==> src/rtl/dsp_pkg.sv <==
// Shared definitions for the dot-product sequencer: FSM encoding and the
// saturating signed adder used by the accumulator.
package dsp_pkg;

  typedef enum logic [1:0] {
    ST_IDLE  = 2'd0,
    ST_FEED  = 2'd1,
    ST_DRAIN = 2'd2,
    ST_OUT   = 2'd3
  } state_e;

  localparam int unsigned SAT_W  = 64;
  localparam int unsigned SAT_IW = 7;

  // Signed a+b clamped to the w-bit signed range (w <= SAT_W); clamped flags a clip.
  function automatic logic signed [SAT_W-1:0] sat_add(
    input  logic signed [SAT_W-1:0] a,
    input  logic signed [SAT_W-1:0] b,
    input  int unsigned             w,
    output logic                    clamped
  );
    logic signed [SAT_W:0] sum;
    logic signed [SAT_W:0] hi;
    logic signed [SAT_W:0] lo;
    sum = $signed({a[SAT_W-1], a}) + $signed({b[SAT_W-1], b});
    hi = '0;
    hi[SAT_IW'(w - 1)] = 1'b1;
    hi = hi - $signed({{SAT_W{1'b0}}, 1'b1});
    lo = ~hi;
    clamped = 1'b0;
    if (sum > hi) begin
      sum     = hi;
      clamped = 1'b1;
    end else if (sum < lo) begin
      sum     = lo;
      clamped = 1'b1;
    end
    return sum[SAT_W-1:0];
  endfunction

endpackage

==> src/rtl/dsp_dot_sequencer_tag_delay.sv <==
// Latency-matched 1-bit tag pipe; tag_o lines up with the dsp_group result,
// any_o reports whether any tagged beat is still in flight.
module tag_delay #(
  parameter int unsigned DEPTH = 7
) (
  input  logic clk,
  input  logic rstn,
  input  logic in_i,
  output logic tag_o,
  output logic any_o
);

  logic [DEPTH-1:0] sr_q;

  always_ff @(posedge clk or negedge rstn) begin
    if (!rstn) begin
      sr_q <= '0;
    end else begin
      sr_q <= DEPTH'({sr_q, in_i});
    end
  end

  assign tag_o = sr_q[DEPTH-1];
  assign any_o = |sr_q;

endmodule

==> src/rtl/dsp_dot_sequencer.sv <==
// Job-level driver/collector for a dsp_group: streams operand beats into the
// group, accumulates the tagged results and hands back one dot product per job.
module dsp_dot_sequencer
  import dsp_pkg::*;
#(
  parameter int unsigned N_MUL   = 3,
  parameter int unsigned DSP_LAT = 7,
  parameter int unsigned LEN_W   = 16,
  parameter int unsigned ACC_W   = 32
) (
  input  logic                  clk,
  input  logic                  rstn,
  input  logic                  start,
  input  logic [LEN_W-1:0]      cfg_len,
  output logic                  busy,
  output logic                  done,
  input  logic [16*N_MUL-1:0]   s_wei,
  input  logic [16*N_MUL-1:0]   s_fm,
  input  logic                  s_valid,
  output logic                  s_ready,
  output logic [16*N_MUL-1:0]   dsp_wei,
  output logic [16*N_MUL-1:0]   dsp_fm,
  input  logic [15:0]           dsp_res,
  output logic [ACC_W-1:0]      m_data,
  output logic                  m_sat,
  output logic                  m_valid,
  input  logic                  m_ready
);

  localparam int unsigned OPW = 16 * N_MUL;

  state_e                   state_q, state_d;
  logic [LEN_W-1:0]         remain_q, remain_d;
  logic signed [ACC_W-1:0]  acc_q, acc_d;
  logic                     sat_q, sat_d;
  logic [OPW-1:0]           wei_q, wei_d;
  logic [OPW-1:0]           fm_q, fm_d;
  logic                     opv_q, opv_d;
  logic                     busy_q, busy_d;
  logic                     s_ready_q, s_ready_d;
  logic                     m_valid_q, m_valid_d;
  logic                     done_q, done_d;
  logic                     tag_c;
  logic                     any_c;
  logic                     clamp_c;
  logic                     accept_c;

  // opv_q marks a real beat on the operand bus; delaying it by DSP_LAT aligns it with dsp_res.
  tag_delay #(
    .DEPTH (DSP_LAT)
  ) u_tag_delay (
    .clk   (clk),
    .rstn  (rstn),
    .in_i  (opv_q),
    .tag_o (tag_c),
    .any_o (any_c)
  );

  assign accept_c = s_valid & s_ready_q;

  always_comb begin
    state_d   = state_q;
    remain_d  = remain_q;
    acc_d     = acc_q;
    sat_d     = sat_q;
    wei_d     = '0;
    fm_d      = '0;
    opv_d     = 1'b0;
    done_d    = 1'b0;
    clamp_c   = 1'b0;

    if (tag_c) begin
      acc_d = ACC_W'(sat_add(SAT_W'(acc_q), SAT_W'($signed(dsp_res)), ACC_W, clamp_c));
      if (clamp_c) begin
        sat_d = 1'b1;
      end
    end

    unique case (state_q)
      ST_IDLE: begin
        if (start) begin
          remain_d = cfg_len;
          acc_d    = '0;
          sat_d    = 1'b0;
          state_d  = (cfg_len == '0) ? ST_OUT : ST_FEED;
        end
      end
      ST_FEED: begin
        if (accept_c) begin
          wei_d    = s_wei;
          fm_d     = s_fm;
          opv_d    = 1'b1;
          remain_d = remain_q - LEN_W'(1);
          if (remain_q == LEN_W'(1)) begin
            state_d = ST_DRAIN;
          end
        end
      end
      ST_DRAIN: begin
        if (!opv_q && !any_c) begin
          state_d = ST_OUT;
        end
      end
      ST_OUT: begin
        if (m_ready) begin
          done_d  = 1'b1;
          state_d = ST_IDLE;
        end
      end
      default: state_d = ST_IDLE;
    endcase

    busy_d    = (state_d != ST_IDLE);
    s_ready_d = (state_d == ST_FEED);
    m_valid_d = (state_d == ST_OUT);
  end

  always_ff @(posedge clk or negedge rstn) begin
    if (!rstn) begin
      state_q   <= ST_IDLE;
      remain_q  <= '0;
      acc_q     <= '0;
      sat_q     <= 1'b0;
      wei_q     <= '0;
      fm_q      <= '0;
      opv_q     <= 1'b0;
      busy_q    <= 1'b0;
      s_ready_q <= 1'b0;
      m_valid_q <= 1'b0;
      done_q    <= 1'b0;
    end else begin
      state_q   <= state_d;
      remain_q  <= remain_d;
      acc_q     <= acc_d;
      sat_q     <= sat_d;
      wei_q     <= wei_d;
      fm_q      <= fm_d;
      opv_q     <= opv_d;
      busy_q    <= busy_d;
      s_ready_q <= s_ready_d;
      m_valid_q <= m_valid_d;
      done_q    <= done_d;
    end
  end

  assign busy    = busy_q;
  assign done    = done_q;
  assign s_ready = s_ready_q;
  assign dsp_wei = wei_q;
  assign dsp_fm  = fm_q;
  assign m_data  = acc_q;
  assign m_sat   = sat_q;
  assign m_valid = m_valid_q;

endmodule

==> config.mk <==
export PLATFORM = sky130hd
export DESIGN_NAME = dsp_dot_sequencer
export DESIGN_NICKNAME = d
export VERILOG_FILES = /design/src/rtl/dsp_pkg.sv /design/src/rtl/dsp_dot_sequencer_tag_delay.sv /design/src/rtl/dsp_dot_sequencer.sv
export SDC_FILE = /design/constraint.sdc
export NUM_CORES = 1
export LEC_CHECK = 0
export CAP_MARGIN = 20
export CORE_ASPECT_RATIO = 1.75
export CORE_MARGIN = 3
export CORE_UTILIZATION = 45
export CTS_CLUSTER_SIZE = 10
export DETAILED_ROUTE_END_ITERATION = 10
export PLACE_DENSITY = 0.91
export SETUP_SLACK_MARGIN = 0.4
export SLEW_MARGIN = 20
export SYNTH_ARGS = -nofsm -noshare
export SYNTH_HDL_FRONTEND = slang
export SYNTH_HIERARCHICAL = 1
export SYNTH_SLANG_ARGS = --single-unit
==> constraint.sdc <==
create_clock -name clk -period 7.78 [get_ports clk]
set_input_delay 1.556 -clock clk [delete_from_list [all_inputs] [get_ports clk]]
set_output_delay 1.556 -clock clk [all_outputs]
set_load 0.02 [all_outputs]
Word level (Yosys, flattened, before mapping). Index checks and enable logic that the tools add are counted.

Input bits: 133. Word-level logic and storage cells: 64. Register bits: 159. Output and inout port bits: 133.

Reductions and logical operators: 9. Eq/ne operators: 8. Bitwise gates (word level): 1. Multiplexer cells: 30. $lt $le $gt $ge: 2. Add/subtract/negate cells: 2.

Operators by type and width (count): $mux W48 (4); $mux W32 (5); $add A32 B16 Y33 (1); $gt A33 B32 Y1 const B (1); $lt A33 B32 Y1 const B (1); $mux W16 (2); $pmux W16 S2 (1); $eq A16 B1 Y1 const B (1); $logic_not A16 Y1 (1); $sub A16 B1 Y16 const B (1); $mux W2 (6); $mux W1 (11); $pmux W2 S4 (1); $reduce_or A7 Y1 (1); $eq A2 B2 Y1 const B (3); $eq A2 B1 Y1 const B (2); $ne A2 B2 Y1 const B (2); $reduce_bool A2 Y1 (2); $reduce_and A3 Y1 (1); $logic_not A1 Y1 (2); $logic_not A2 Y1 (1); $and A1 B1 Y1 (1); $logic_and A1 B1 Y1 (1).

Depth between registers and ports, before layout. Gate-level depths: netlist of the first run.

Word-level depth: 9. Mapped depth: 12. Gate-level depth less buffers: 12.

Cells and area by module. The synthesis of the first run kept the hierarchy.

Modules (own cells, without submodules): dsp_dot_sequencer (cells an instance 781, area each 7792.5 µm², seq. area each 3803.6 µm², times used 1); tag_delay (cells an instance 10, area each 190.2 µm², seq. area each 175.2 µm², times used 1).

Worst setup path before layout of the first run. No wires, ideal clock.

Path type: input -> register. Start point: in dsp_res[0]. End point: reg acc_q[26], in the netlist m_data[26]. Cell stages on the path: 12. Buffers on the path: 0. Data required time: 7.707 ns. Setup time: 0.073 ns. Slack: 3.656 ns. Data arrival time: 4.051 ns. Cell sequence: ha_1 -> inv_1 -> fa_1 -> and2b_1 -> o211ai_1 -> a211o_1 -> and4_4 -> o31ai_4 -> a31oi_1 -> xor2_1 -> maj3_2 -> a21oi_2.

Cells in the longest elaborated chain, start to end: 7. Elaborated cells between the ends (all ways): 8. Those cells by class: add/sub: 1; order compare: 2; mux: 5.

RTL lines: from (decl) (line dsp_dot_sequencer.sv:23) `input logic [15:0] dsp_res,`; $add A32 B16 Y33 (*) (line dsp_pkg.sv:25) `sum = $signed({a[SAT_W-1], a}) + $signed({b[SAT_W-1], b});`; $lt A33 B32 Y1 (line dsp_pkg.sv:34) `end else if (sum < lo) begin`; $mux W32 (line dsp_pkg.sv:34); $mux W32 (*) (line dsp_pkg.sv:31) `if (sum > hi) begin`; $mux W32 (*) (line dsp_dot_sequencer.sv:72) `if (tag_c) begin`; $mux W32 (line dsp_dot_sequencer.sv:81) `if (start) begin`; $mux W32 (*) (line dsp_dot_sequencer.sv:79) `unique case (state_q)`; net acc_d[26] (line dsp_dot_sequencer.sv:34) `logic signed [ACC_W-1:0] acc_q, acc_d;`; to (signal assigned) (line dsp_dot_sequencer.sv:122) `acc_q <= '0;`; to (signal assigned) (line dsp_dot_sequencer.sv:134) `acc_q <= acc_d;`; to (decl) (line dsp_dot_sequencer.sv:34).

The timed path passes the listed nets; every way through them passes the cells marked *. A chain may end at the register's enable or synchronous reset.

Worst setup path after layout of the first run.
Start point: in dsp_res[15]. End point: reg acc_q[4], in the netlist m_data[4].

Same word-level chain as after synthesis.

==> results.cfg, run 1 <==
[run_status]
run_status = complete, no violations

[logic_synthesis]
synth_cells = 791
synthArstFlopShare_pct = 100.0
synth_top_flop_cell = sky130_fd_sc_hd__dfrtp_1
synthesis.yosys.warnings = 6
synth.lib_cells_used.distinct = 70
synth_fp_nets = 959
biggest_area_contributors_in_the_synthesized_netlist = sky130_fd_sc_hd__dfrtp_1 (50%), sky130_fd_sc_hd__and2_1 (8.0%), sky130_fd_sc_hd__a21oi_1 (5.5%)
syn_area_per_cell_um2 = 10.09
synthDominantAreaCellType = sky130_fd_sc_hd__dfrtp_1
syn-cell-area_um2 = 7983
synth-seq-cells = 159
synthDominantCellAreaShare_pct = 49.84
synth-edff-count = 0
portion_of_the_post_synthesis_area_used_by_sequential_elements_pct = 49.84

[routing]
drc = 0
drt.antenna.violating_nets = 0
drt_first_iter_violations = 432
routed_via_density = 5.532
vias = 7086
avgRoutedWirePerCell_um = 19.16
total_wirelength_um = 24550
dr.pass1.iters = 5

[power]
power_density_nw_per_um2 = 350.2
swShare_pct = 42.06
cell_internal_pwr_w = 0.002308
power.switching_w = 0.001675
power_leakage_nw = 4.975
share_seq_of_total_power_pct = 28.6
clkPwrFrac_pct = 19.4
ir_worst_vdd_mv = 0.2238
combinationalPowerShare_pct = 52.0

[timing]
fin_skew_ps = 8.339
layout_min_cycle_time_ps = 5116
finalCritPeriodShare_pct = 65.75
actual_transition_at_the_worst_max_transition_pin_ps = 1045
fin_tns_setup_ps = 0
finalMaxSlewViolations = 0
setup-violations-final = 0
hold_viol = 0
grt_setup_unrepaired = false
maxSlewHeadroom_pct = 30.36
f_max_ghz = 0.1955

[cts]
clock_insertion_delay_worst_skew_ps = 420
clock_tree.buffer_depth = 2
tritoncts = built
clk_pin_slew_worst_paths_ps = 60
ctsRootBufferMaster = sky130_fd_sc_hd__clkbuf_16
post_cts_resize_count = 0
clock-sinks = 159
cts_setup_buffers = 0
htree_num_levels = 4
cts_hold_buffers = 0
cts_buffers = 17

[placed_design]
routabilityCongestion = 0.9345
post-dp-hpwl_um = 18700
place.detailed.instances = 1249
numPortBuffers = 265
detailed_place.area_um2 = 10820

[job]
max-cap-violations = 0

[global_routing]
gr-usage-all-layers_pct = 26.13
first_global_vias = 7552
grt_remaining_overflow = 0
pin_count_of_the_biggest_net_entering_global_routing = 99
grt_antenna_before_repair = 2
first_pass_grt_wire_length_um = 39280

[worst_setup_path]
worstSetupPathType = input pin to flop
worstPathMaxFanout = 36
crit_arrival_ps = 5450
cp.required_ps = 8110
worstSetupEndpointType = flop
cp-start-kind = input pin

[layout]
finish.instance_area_um2 = 11370
ratio_of_cells_with_drive_above_1_in_the_final_layout_pct = 6.363
area_growth_syn_to_layout_pct = 42.49
num-nets-final = 1209
final-instance-count-excl-fill = 1281

[floorplanning]
fp-row-count = 63
floorplan.initialDensity_pct = 46.45
design.die.area_um2 = 19440
ioPinCount = 266
placeable_core_region_um2 = 17180
die_w_um = 106.7
die_h_um = 182.2

[hold_path]
hp-class = flop to flop
==> layout by cell type (no fill, tap or decap), drive strengths merged, types with 3 or more instances in the layout <==
cell,count
clkdlybuf4s50,264
dfrtp,159
and2,102
a21oi,91
o21ai,85
nand2,45
nor2,41
ha,34
xnor2,23
clkbuf,21
nor3,17
inv,15
maj3,13
a21o,12
nand3,10
nor4,10
nor2b,7
a31oi,7
o211ai,6
a211oi,6
clkinv,6
buf,6
o21a,5
xor2,5
or3,4
nand2b,4
a22oi,4
o211a,3
nand4,3
nor3b,3
clkinvlp,3
a31o,3
a2111oi,3
==> layout make-up <==
cell class / instances / area, um^2
Clock buffer: 21 / 470.5
Antenna cell: 1 / 2.502
Sequential cell: 159 / 3979
Clock inverter: 10 / 80.08
Tap cell: 227 / 284.0
Timing Repair Buffer: 270 / 2695
Multi-Input combinational cell: 579 / 3811
Fill cell: 1314 / 5809
Inverter: 14 / 52.55
==> flip-flops by register name, indices dropped and copies added (netlist names) <==
| register | flops |
|---|---|
| u_tag_delay/sr_q | 7 |
| m_valid | 1 |
| dsp_wei | 48 |
| m_data | 32 |
| done | 1 |
| busy | 1 |
| state_q | 2 |
| dsp_fm | 48 |
| remain_q | 16 |
| m_sat | 1 |
| s_ready | 1 |
| opv_q | 1 |
==> Yosys cell counts, drive strengths merged (5+ instances only) <==
master / instances
dfrtp: 159
and2: 102
a21oi: 91
o21ai: 85
nand2: 45
nor2: 41
ha: 34
clkbuf: 32
xnor2: 23
nor3: 17
inv: 13
maj3: 13
a21o: 12
nand3: 10
nor4: 10
a31oi: 7
buf: 7
nor2b: 7
a211oi: 6
o211ai: 6
o21a: 5
xor2: 5
==> kinds of logic after synthesis <==
family,share of synthesized area [%]
AND/OR/NAND/NOR,16.90
AO/OA/AOI/OAI,19.70
flip-flops,49.84
buffers and inverters,2.680
adder cells (fa/ha/maj),7.367
XOR/XNOR,3.260
multiplexers,0.2508
==> per-layer routing <==
| layer | share of wire, % | vias up | GRT usage, % | wire length [um] |
|---|---|---|---|---|
| li1 | - | 3309 | - | - |
| met1 | 34 | 3330 | 26.66 | 8285 |
| met2 | 53 | 369 | 46.34 | 12980 |
| met3 | 8.7 | 76 | 8.389 | 2128 |
| met4 | 4.6 | 2 | 14.70 | 1137 |
| met5 | 0.053 | - | 0 | 13 |
==> path summary, 6_finish.rpt <==
path	start	to	slack, ps	depth (start not counted)
setup / recovery	dsp_res[15]	m_data[4]	2660	10
hold / removal	opv_q	u_tag_delay/sr_q[0]	380	0
setup reg to reg	m_data[0]	m_data[12]	4250	12
hold reg to reg	opv_q	u_tag_delay/sr_q[0]	380	0
max in group asynchronous	rstn	dsp_fm[39]	5470	2
min in group asynchronous	rstn	m_data[10]	1120	1
==> power by group through the flow <==
| stage | registers, W | logic [W] | clock network [W] |
|---|---|---|---|
| after global placement | 0.00114 | 0.00198 | 0 |
| final | 0.00114 | 0.00207 | 0.000773 |
| after detailed placement | 0.00115 | 0.00205 | 0 |
| after CTS | 0.00114 | 0.00206 | 0.000793 |
| after global routing | 0.00116 | 0.00226 | 0.000828 |
| after floorplan | 0.00126 | 0.00128 | 0 |
==> worst max-delay path, cell delays in order <==
cell and delay [ps]:
sky130_fd_sc_hd__clkdlybuf4s50_1 850, sky130_fd_sc_hd__ha_1 680, sky130_fd_sc_hd__a211oi_2 120, sky130_fd_sc_hd__o21ai_1 270, sky130_fd_sc_hd__nor3_1 140, sky130_fd_sc_hd__a221oi_4 410, sky130_fd_sc_hd__a31oi_4 200, sky130_fd_sc_hd__xnor2_4 780
sky130_fd_sc_hd__o21ai_0 250, sky130_fd_sc_hd__a21oi_1 180
==> stage by stage <==
step	utilization (%)	hold WS, ps	setup WS, ps	power, W
final	66.19	375.2	2664	0.003984
after global routing	66.19	379.9	2476	0.004248
after CTS	66.14	373.2	2780	0.003985
after detailed placement	62.94	360.3	2328	0.003194
after global placement	62.94	356.8	2374	0.003120
after floorplan	-	354.0	3656	0.002540
Power figures use the tool's default switching activity.
==> run 2, diff against run 1 <==
Clock period 7.78 ns to 4.89 ns, I/O delays scaled along.
==> run 2 against run 1 <==
  * Final cell count rose by 0.31%
  * Design area rose by 0.63%
  * Register-to-register slack got worse by 2600 ps
  * Non-clock buffer count rose by 5
  * Count of clock-buffer cells in the layout fell by 3
  * Critical path type unchanged
==> results.cfg, run 2 (same netlist as run 1, synthesis figures left out) <==
[worst_setup_path]
timing.reg2reg.worst_path_depth = 12
critical-path-slowest-cell = sky130_fd_sc_hd__clkdlybuf4s50_1
critical_path.reg2reg.startpoint = m_data[0]
worstPathMaxFanout = 9
crit_arrival_ps = 4440
reg2reg_setup_slack_ps = 1620
critical_path.reg2reg.endpoint = m_data[28]
worst_path_largest_cell_delay_ps = 610
worstSetupPathType = input pin to flop
cp-start-kind = input pin
cp_cell_sequence = clkdlybuf4s50_1 -> ha_1 -> nand4_1 -> a211oi_1 -> nor2_1 -> a31o_2 -> o31ai_4 -> a31oi_1 -> xor2_1 -> maj3_2 -> a21oi_2
cp.required_ps = 5240
worstSetupEndpointType = flop

[cts]
clock_tree.buffer_depth = 2
htree_num_levels = 4
cts_setup_buffers = 0
tritoncts = built
clock_insertion_delay_worst_skew_ps = 410
post_cts_resize_count = 0
ctsRootBufferMaster = sky130_fd_sc_hd__clkbuf_16
clk_pin_slew_worst_paths_ps = 70
cts_buffers = 17
cts_hold_buffers = 0
clock-sinks = 159

[routing]
total_wirelength_um = 24790
vias = 7080
dr.pass1.iters = 4
routed_via_density = 5.510
drt_first_iter_violations = 428
drt.antenna.violating_nets = 0
drc = 0
avgRoutedWirePerCell_um = 19.29

[timing]
maxSlewHeadroom_pct = 28.29
grt_setup_unrepaired = false
finalCritPeriodShare_pct = 83.66
fin_skew_ps = 6.029
f_max_ghz = 0.2444
actual_transition_at_the_worst_max_transition_pin_ps = 1073
layout_min_cycle_time_ps = 4091
setup-violations-final = 0
fin_tns_setup_ps = 0
hold_viol = 0
finalMaxSlewViolations = 0
hold_ws_ps = 369.0

[global_routing]
pin_count_of_the_biggest_net_entering_global_routing = 98
use_met3_pct = 9.204
gr-usage-all-layers_pct = 26.00
grt_remaining_overflow = 0
grt_antenna_before_repair = 1
grt_util_met2_pct = 48.38
grt.met1_usage_pct = 25.63
global_route_layer_with_the_greatest_usage = met2
first_global_vias = 7469
first_pass_grt_wire_length_um = 39080

[layout]
final-instance-count-excl-fill = 1285
area_growth_syn_to_layout_pct = 43.39
num-nets-final = 1214
finish.instance_area_um2 = 11450
postLayoutCoreUtil_pct = 66.61
antennaDiodeCount = 0
ratio_of_cells_with_drive_above_1_in_the_final_layout_pct = 6.805
layout_common_cells = sky130_fd_sc_hd__clkdlybuf4s50_1 (264), sky130_fd_sc_hd__dfrtp_1 (159), sky130_fd_sc_hd__and2_1 (102)
final_common_cell = sky130_fd_sc_hd__clkdlybuf4s50_1

[power]
ir_worst_vdd_mv = 0.3861
power_leakage_nw = 5.028
power_density_nw_per_um2 = 566.0

[floorplanning]
die_h_um = 182.2
placeable_core_region_um2 = 17180
floorplan.initialDensity_pct = 46.45
die_w_um = 106.7
design.die.area_um2 = 19440
fp-row-count = 63
ioPinCount = 266

[hold_path]
whs_path_depth = 0
hp-class = flop to flop
holdCritStartpoint = u_tag_delay/sr_q[4]
min_delay_worst_endpoint = u_tag_delay/sr_q[5]

[placed_design]
numPortBuffers = 265
post-dp-hpwl_um = 18740
place.detailed.instances = 1254
detailed_place.area_um2 = 10850
routabilityCongestion = 0.9309

[job]
max-cap-violations = 0

[run_status]
run_status = complete, no violations
## run 2: changes by cell type in the layout (fill, tap and decap cells not counted), sizes merged
cell,before,now
buf,6,11
inv,15,19
clkbuf,21,18
bufinv,0,2
clkinvlp,3,1
clkinv,6,5
diode,1,0
## run 2: cell type report
class,count,area [um^2]
multi-input combinational,579,3797
sequential,159,3979
clock inverter,13,152.6
clock buffer,18,439.2
fill,1329,5738
tap,227,284.0
inverter,14,52.55
timing repair buffer,275,2741
## run 2: worst max-delay path by stage
| stage | startpoint | end | slack (ps) | depth (start not counted) |
|---|---|---|---|---|
| after floorplan | dsp_res[0] | m_data[26] | 1340 | 12 |
| after global placement | dsp_res[15] | m_data[26] | 570 | 11 |
| after detailed placement | dsp_res[15] | m_data[28] | 470 | 11 |
| after CTS | dsp_res[15] | m_data[28] | 910 | 11 |
| after global routing | dsp_res[15] | m_data[6] | 730 | 11 |
| final | dsp_res[15] | m_data[28] | 800 | 11 |
## run 2: per-stage QoR
stage / power (W) / worst slack, ps
after CTS: 0.006480 / 907.7
final: 0.006478 / 798.8
after global routing: 0.006897 / 727.0
after floorplan: 0.004041 / 1344
after detailed placement: 0.005121 / 470.7
after global placement: 0.005031 / 572.4
## run 2: layer usage
metal	wire length (um)	vias to the layer above	part of all wire, %
li1	-	3311	-
met5	13	-	0.052
met1	8320	3402	34
met2	13420	308	54
met4	876	2	3.5
met3	2156	57	8.7
## run 2: worst max-delay path: cells and delay by family
kind	cells	cell delay (ps)
buffers and inverters	1	610
XOR/XNOR	1	180
AO/OA/AOI/OAI	5	1420
AND/OR/NAND/NOR	2	380
adder cells (fa/ha/maj)	2	860
## run 2: where the power goes
part           internal, W  total, W  switching [W]
Clock             0.000776   0.00133       0.000555
Sequential         0.00159   0.00181       0.000217
Combinational      0.00142   0.00334        0.00192
Total              0.00379   0.00648        0.00269
